`src/rtl/fpu_mul_arbiter.sv`:
```
// Purpose : two-requester arbiter in front of one shared combinational FP32 multiplier.
// Latency : response valid SETTLE_CYCLES+1 cycles after acceptance; one op in flight.
// Backpressure: an owner holding respN_ready low stalls the arbiter in RESP; requests wait in IDLE.
//
// Ports:
//   clk, rst_n                 clock, synchronous active-low reset
//   reqN_valid/ready/a/b       request handshake and operands (N = 0, 1)
//   respN_valid/ready          response handshake per requester
//   resp_result, resp_nan      shared registered product and its NaN flag
//   mul_a, mul_b, mul_c        registered operands to, and product from, the multiplier
//   busy, grant_id             not-IDLE indication and owner of the op in flight
module fpu_mul_arbiter #(
  // WAIT cycles given to the external multiplier; legal range 1..15
  parameter int unsigned SETTLE_CYCLES = 1
) (
  input  logic        clk,
  input  logic        rst_n,
  input  logic        req0_valid,
  output logic        req0_ready,
  input  logic [31:0] req0_a,
  input  logic [31:0] req0_b,
  input  logic        req1_valid,
  output logic        req1_ready,
  input  logic [31:0] req1_a,
  input  logic [31:0] req1_b,
  output logic        resp0_valid,
  input  logic        resp0_ready,
  output logic        resp1_valid,
  input  logic        resp1_ready,
  output logic [31:0] resp_result,
  output logic        resp_nan,
  output logic [31:0] mul_a,
  output logic [31:0] mul_b,
  input  logic [31:0] mul_c,
  output logic        busy,
  output logic        grant_id
);

  typedef enum logic [1:0] {IDLE, WAIT, RESP} state_t;

  state_t      state, state_nxt;
  logic        last_grant;
  logic [3:0]  cnt;
  logic        gnt;
  logic        accept;
  logic        capture;

  // Round-robin only matters on contention: the requester not served last wins.
  always_comb begin
    gnt = 1'b0;
    if (req0_valid && req1_valid) gnt = ~last_grant;
    else if (req1_valid)          gnt = 1'b1;
  end

  always_ff @(posedge clk) begin
    if (!rst_n) state <= IDLE;
    else        state <= state_nxt;
  end

  always_comb begin
    state_nxt  = state;
    req0_ready = 1'b0;
    req1_ready = 1'b0;
    accept     = 1'b0;
    capture    = 1'b0;
    case (state)
      IDLE: begin
        if (req0_valid || req1_valid) begin
          accept     = 1'b1;
          req0_ready = ~gnt;
          req1_ready = gnt;
          state_nxt  = WAIT;
        end
      end
      WAIT: begin
        // Last settle cycle: product is stable, register it this edge.
        if (cnt == 4'd1) begin
          capture   = 1'b1;
          state_nxt = RESP;
        end
      end
      RESP: begin
        // Only the owner's ready completes the handshake.
        if (grant_id ? resp1_ready : resp0_ready) state_nxt = IDLE;
      end
      default: state_nxt = IDLE;
    endcase
  end

  assign busy        = (state != IDLE);
  assign resp0_valid = (state == RESP) && !grant_id;
  assign resp1_valid = (state == RESP) &&  grant_id;

  always_ff @(posedge clk) begin
    if (!rst_n) begin
      mul_a       <= 32'h0;
      mul_b       <= 32'h0;
      resp_result <= 32'h0;
      resp_nan    <= 1'b0;
      grant_id    <= 1'b0;
      last_grant  <= 1'b1;  // requester 0 wins the first contention
      cnt         <= 4'd0;
    end else begin
      if (accept) begin
        mul_a      <= gnt ? req1_a : req0_a;
        mul_b      <= gnt ? req1_b : req0_b;
        grant_id   <= gnt;
        last_grant <= gnt;
        cnt        <= 4'(SETTLE_CYCLES);
      end else if (state == WAIT) begin
        cnt <= cnt - 4'd1;
      end
      if (capture) begin
        resp_result <= mul_c;
        resp_nan    <= (&mul_c[30:23]) && (|mul_c[22:0]);
      end
    end
  end

endmodule

```
`config.mk`:
```
export PLATFORM = sky130hd
export DESIGN_NAME = fpu_mul_arbiter
export DESIGN_NICKNAME = d
export VERILOG_FILES = /design/src/rtl/fpu_mul_arbiter.sv
export SDC_FILE = /design/constraint.sdc
export NUM_CORES = 1
export LEC_CHECK = 0
export CORE_MARGIN = 2
export CORE_UTILIZATION = 40
export CTS_BUF_LIST = sky130_fd_sc_hd__clkbuf_4 sky130_fd_sc_hd__clkbuf_8 sky130_fd_sc_hd__clkbuf_16
export CTS_CLUSTER_DIAMETER = 200
export DETAILED_ROUTE_END_ITERATION = 10
export GPL_ROUTABILITY_DRIVEN = 0
export GPL_TIMING_DRIVEN = 0
export HOLD_SLACK_MARGIN = 0.08
export PLACE_DENSITY_LB_ADDON = 0.08
export RECOVER_POWER = 50
export SLEW_MARGIN = 20
export SYNTH_ARGS = -nofsm -noshare
export SYNTH_HDL_FRONTEND = slang
export SYNTH_SLANG_ARGS = --single-unit
```
`constraint.sdc`:
```
create_clock -name clk -period 3.9 [get_ports clk]
set_input_delay 0.585 -clock clk [delete_from_list [all_inputs] [get_ports clk]]
set_output_delay 0.585 -clock clk [all_outputs]
set_load 0.005 [all_outputs]
```
* Word-level counts from Yosys, hierarchy flattened *
Cells that the tools add are included.

cells by class
  add/subtract/negate cells = 1
  equal/unequal tests = 6
  mux-type cells = 19
  bitwise operators = 3
  reduce and logical (&&, ||, !) cells = 13

operator list
  kind                                                  count
  two-way mux 32 bit                                    2
  OR reduction 23 bit                                   1
  two-way mux 1 bit                                     13
  AND reduction 8 bit                                   1
  two-way mux 2 bit                                     3
  != test 2 bit (second input constant)                 3
  case mux 2 bit (3 select lines)                       1
  equality test 4 x 1 -> 1 bit (second input constant)  1
  logical AND 1 bit                                     4
  nonzero test 2 bit                                    2
  subtractor 4 x 1 -> 4 bit (second input constant)     1
  inverter 1 bit                                        3
  AND reduction 3 bit                                   1
  equality test 2 x 1 -> 1 bit (second input constant)  1
  equality test 2 bit (second input constant)           1
  logical NOT 2 bit                                     1
  OR reduction 2 bit                                    1
  logical NOT 1 bit                                     1
  logical OR 1 bit                                      1

storage, ports and cells
  bits in registers = 105
  bits of input ports = 166

* Logic depth before layout (Yosys ltp) *
  depth in word-level cells = 5
  gate-level depth with buffers = 8

* Worst setup path before layout *
No wires, ideal clock.

  path type = in2out
  start = in req1_valid
  end = out req0_ready
  arrival = 1244 ps
  required time = 3315 ps
  path slack = 2071 ps
  stages on the path = 3
  cell sequence = a21boi_4 > nor3_4 > buf_6

on the way
  longest elaborated chain between the ends = 5
  elaborated cells between the ends (all ways) = 7
  classes of those cells = mux (4); bitwise (1); reduce/logical (2)

RTL lines
  what                                                           RTL line  source
  start: declaration                                             22        input logic req1_valid,
  two-way mux 1 bit / logical AND 1 bit (equally long branches)  52, 51
  two-way mux 1 bit                                              51        if (req0_valid && req1_valid) gnt = ~last_grant;
  inverter 1 bit                                                 70        req0_ready = ~gnt;
  two-way mux 1 bit (*)                                          68        if (req0_valid || req1_valid) begin
  two-way mux 1 bit (*)                                          66        case (state)
  end: declaration                                               19        output logic req0_ready,

Mark *: on every way between the ends. The rest lies on a longest branch, timed or not.

* Worst setup path in the final report *
Same ends and word-level chain as after synthesis.

==> impl_results.md <==
* Initial core utilization at 40.82%
* Die Y-Extent at 108.9 um
* Die width at 108.9 um
* Async set or reset register ratio after synthesis at 0%
* Initial antenna violation count at 0
* Core Region at 0.01079 mm^2
* Post-synthesis simple-gate area fraction at 16.96%
* Final count of hold timing violations at 0
* Period utilisation layout at 80.73%
* Share of the yosys chip area belonging to registers at 47.71%
* Layout cells sized above 1 at 5.718%
* Largest family of logic cells by synthesized area: compound AO/OA/AOI/OAI gates
* Compound-Gate Fraction of Synth Area at 25.59%
* Clock power share at 25.9%
* Worst-Margin Slew at 0.5527 ns
* Syn Nets at 636
* Post-DP Area at 0.007263 mm^2
* CTS resizes at 0
* Total CTS buffers at 9
* Yosys warns at 0
* DRT Wirelength at 14610 um
* DRC violations left at 0
* H-tree levels at 3
* Post-synthesis mux area share at 2.499%
* Max-slew violation count at 0
* Cell-internal power at 1.987 mW
* Mapped Cells at 468
* Mapped Avg Cell Area at 9.413 um^2
* Number of global-route vias before repair at 4405
* PD cells at 367.5 mW/mm^2
* Final critical-path required period at 3.148 ns
* Root buffer cell: clkbuf_8
* Area of the die at 0.01187 mm^2
* Largest net degree at the start of global routing at 17
* Clock transition at path regs at 0.09 ns
* Fillers at 829
* Clk Latency, worst-skew pair at 0.38 ns
* Total power at 2.742 mW
* Utilization after layout at 69.14%
* Row Count at 38
* Placed cell count at 876
* Total Routing Usage GR at 23.94%
* Synth Area in Adders at 0.5680%
* Most common cell after layout, fill and taps aside: clkdlybuf4s50_1
* Post-Layout Cell Count at 892
* Critical path launch point type: input port
* Total number of vias at 4478
* RSZ-0062 raised after global routing: false
* Rel. slew slack at 63.03%
* Via density at 5.020
* Fmax at 0.3176 GHz
* Hold Path Class: register to register
* Logic pwr share at 28.7%
* Pre-CTS setup slack at 0.8230 ns
* Hold path depth at 2
* Post-synth top flop: dfxtp_1
* Synth unique cells at 39
* WP data arrival at 2.56 ns
* Max VDD drop at 0.0002515 V
* Setup Fix Bufs, Post-CTS at 0
* MaxCap Viol Count at 0
* FF-to-FF path depth at 7
* DRT Pass-1 Iters at 4
* Area delta synth->final at 69.38%
* N_diodes at 0
* Final worst setup slack at 0.7515 ns
* Leakage at 3.133 nW
* CTS Sinks at 105
* IO Port Bufs at 268
* Sequential share of power at 45.4%
* Final Cell Area at 0.007462 mm^2
* Global-route wire length before repair at 21930 um
* Switching pwr at 0.7549 mW
* Worst setup path class: input port to output pin
* CP Capture Type: output pin
* DR WL/cell at 16.37 um
* Switching Fraction at 27.53%
* CP Cell Sequence: dlygate4sd3_1 > a21boi_4 > nor3_4 > buf_6 > clkdlybuf4s50_1
* Setup TNS at 0 ns
* Worst path slowest cell: dlygate4sd3_1
* Critical path peak fanout at 10
* Post-synth EDFFs at 0
* CTS tree: built
* Endpoints failing setup at 0
* NumNets Final at 915
* Status: complete, no violations
* Total grt overflow at 0
* Post-Syn Area at 0.004405 mm^2
* CP required at 3.31 ns
* Hold_ws at 0.4511 ns
* DR iter-0 viols at 257
* Ports at 269
* Post-Synth XOR/XNOR Area at 0.5964%
* Post-DP HPWL at 11560 um
* CP max stage delay at 0.58 ns
* Cts hold-fix bufs at 0
* Clock tree buffer depth at 2
* Antenna Nets Post-Route at 0
* Most frequent cells in the layout: clkdlybuf4s50_1, nand2_1, dfxtp_1
* Final setup skew at 0.01431 ns
* Post-synthesis register bit count at 105
==> registers in the layout, summed over array words and instances, names as in the netlist <==
name         flops
mul_b           32
last_grant       1
cnt              4
mul_a           32
state            2
resp_nan         1
grant_id         1
resp_result     32
==> worst max-delay path, delay by kind of cell <==
kind	cells	cell delay (ns)
simple gates	1	0.49
buf+inv	3	1.29
compound gates	1	0.18
==> synthesized netlist by cell type, types with 2 or more instances <==
master	instances	area [um^2]
a221o_1	14	140.1
o211a_1	11	110.1
nor2b_1	9	56.30
nand4_1	2	12.51
inv_1	2	7.510
xnor2_1	2	17.52
nand3_1	2	10.01
and3_1	15	93.84
a222oi_1	6	60.06
buf_2	10	50.05
nor4_1	6	37.54
mux2i_1	11	110.1
nor3_1	2	10.01
a21boi_0	22	165.2
clkbuf_1	16	60.06
nand2_1	114	427.9
a21boi_1	44	330.3
buf_6	11	123.9
and2_1	3	18.77
ha_1	2	25.02
o21ai_0	2	10.01
a22oi_1	33	247.7
nor3b_1	2	15.01
nor2_1	6	22.52
buf_4	3	22.52
dfxtp_1	105	2102
==> metal layers <==
| metal | vias to the layer above | track usage [%] | part of all wire [%] |
|---|---|---|---|
| met5 | - | 0 | 0 |
| met4 | 0 | 9.982 | 2.6 |
| met3 | 29 | 7.352 | 8.4 |
| met2 | 170 | 41.57 | 49 |
| met1 | 2062 | 27.11 | 40 |
| li1 | 2217 | - | - |
==> path summary, 6_finish.rpt <==
check             start              to  slack (ns)
max          req1_valid      req0_ready        0.75
min            mul_b[0]        mul_b[0]        0.45
max reg2reg      cnt[0]  resp_result[8]        1.83
min reg2reg    mul_b[0]        mul_b[0]        0.45
==> cell families (layout without fill, tap and decap cells) <==
| group | Yosys count | in the layout |
|---|---|---|
| and+or+nand+nor | 165 | 165 |
| AOI/OAI and AO/OA | 139 | 139 |
| DFF | 105 | 105 |
| buffers and inverters | 43 | 327 |
| muxes | 11 | 11 |
| xor gates and xnor gates | 3 | 3 |
| adders and majority gates | 2 | 2 |
==> power by group through the flow <==
| stage | clock, mW | combinational, mW | sequential, mW |
|---|---|---|---|
| 6_report | 0.711 | 0.786 | 1.24 |
| 2_1_floorplan | 0 | 0.333 | 1.28 |
| 4_1_cts | 0.728 | 0.835 | 1.25 |
| 3_3_place_gp | 0 | 0.820 | 1.27 |
| 3_5_place_dp | 0 | 0.831 | 1.27 |
| 5_1_grt | 0.773 | 0.860 | 1.26 |
==> layout make-up <==
class / count / area, um^2 / share of cell area (%)
repair buffers: 268 / 2683 / 35.95
flip-flops and latches: 105 / 2102 / 28.17
clock inverters: 4 / 51.30 / 0.6875
plain buffers: 40 / 245.2 / 3.286
multi-input cells: 320 / 2036 / 27.28
inverters: 3 / 11.26 / 0.1509
clock buffers: 12 / 158.9 / 2.129
well taps: 140 / 175.2 / 2.347
Note: power is estimated with default switching activity, not from simulation.
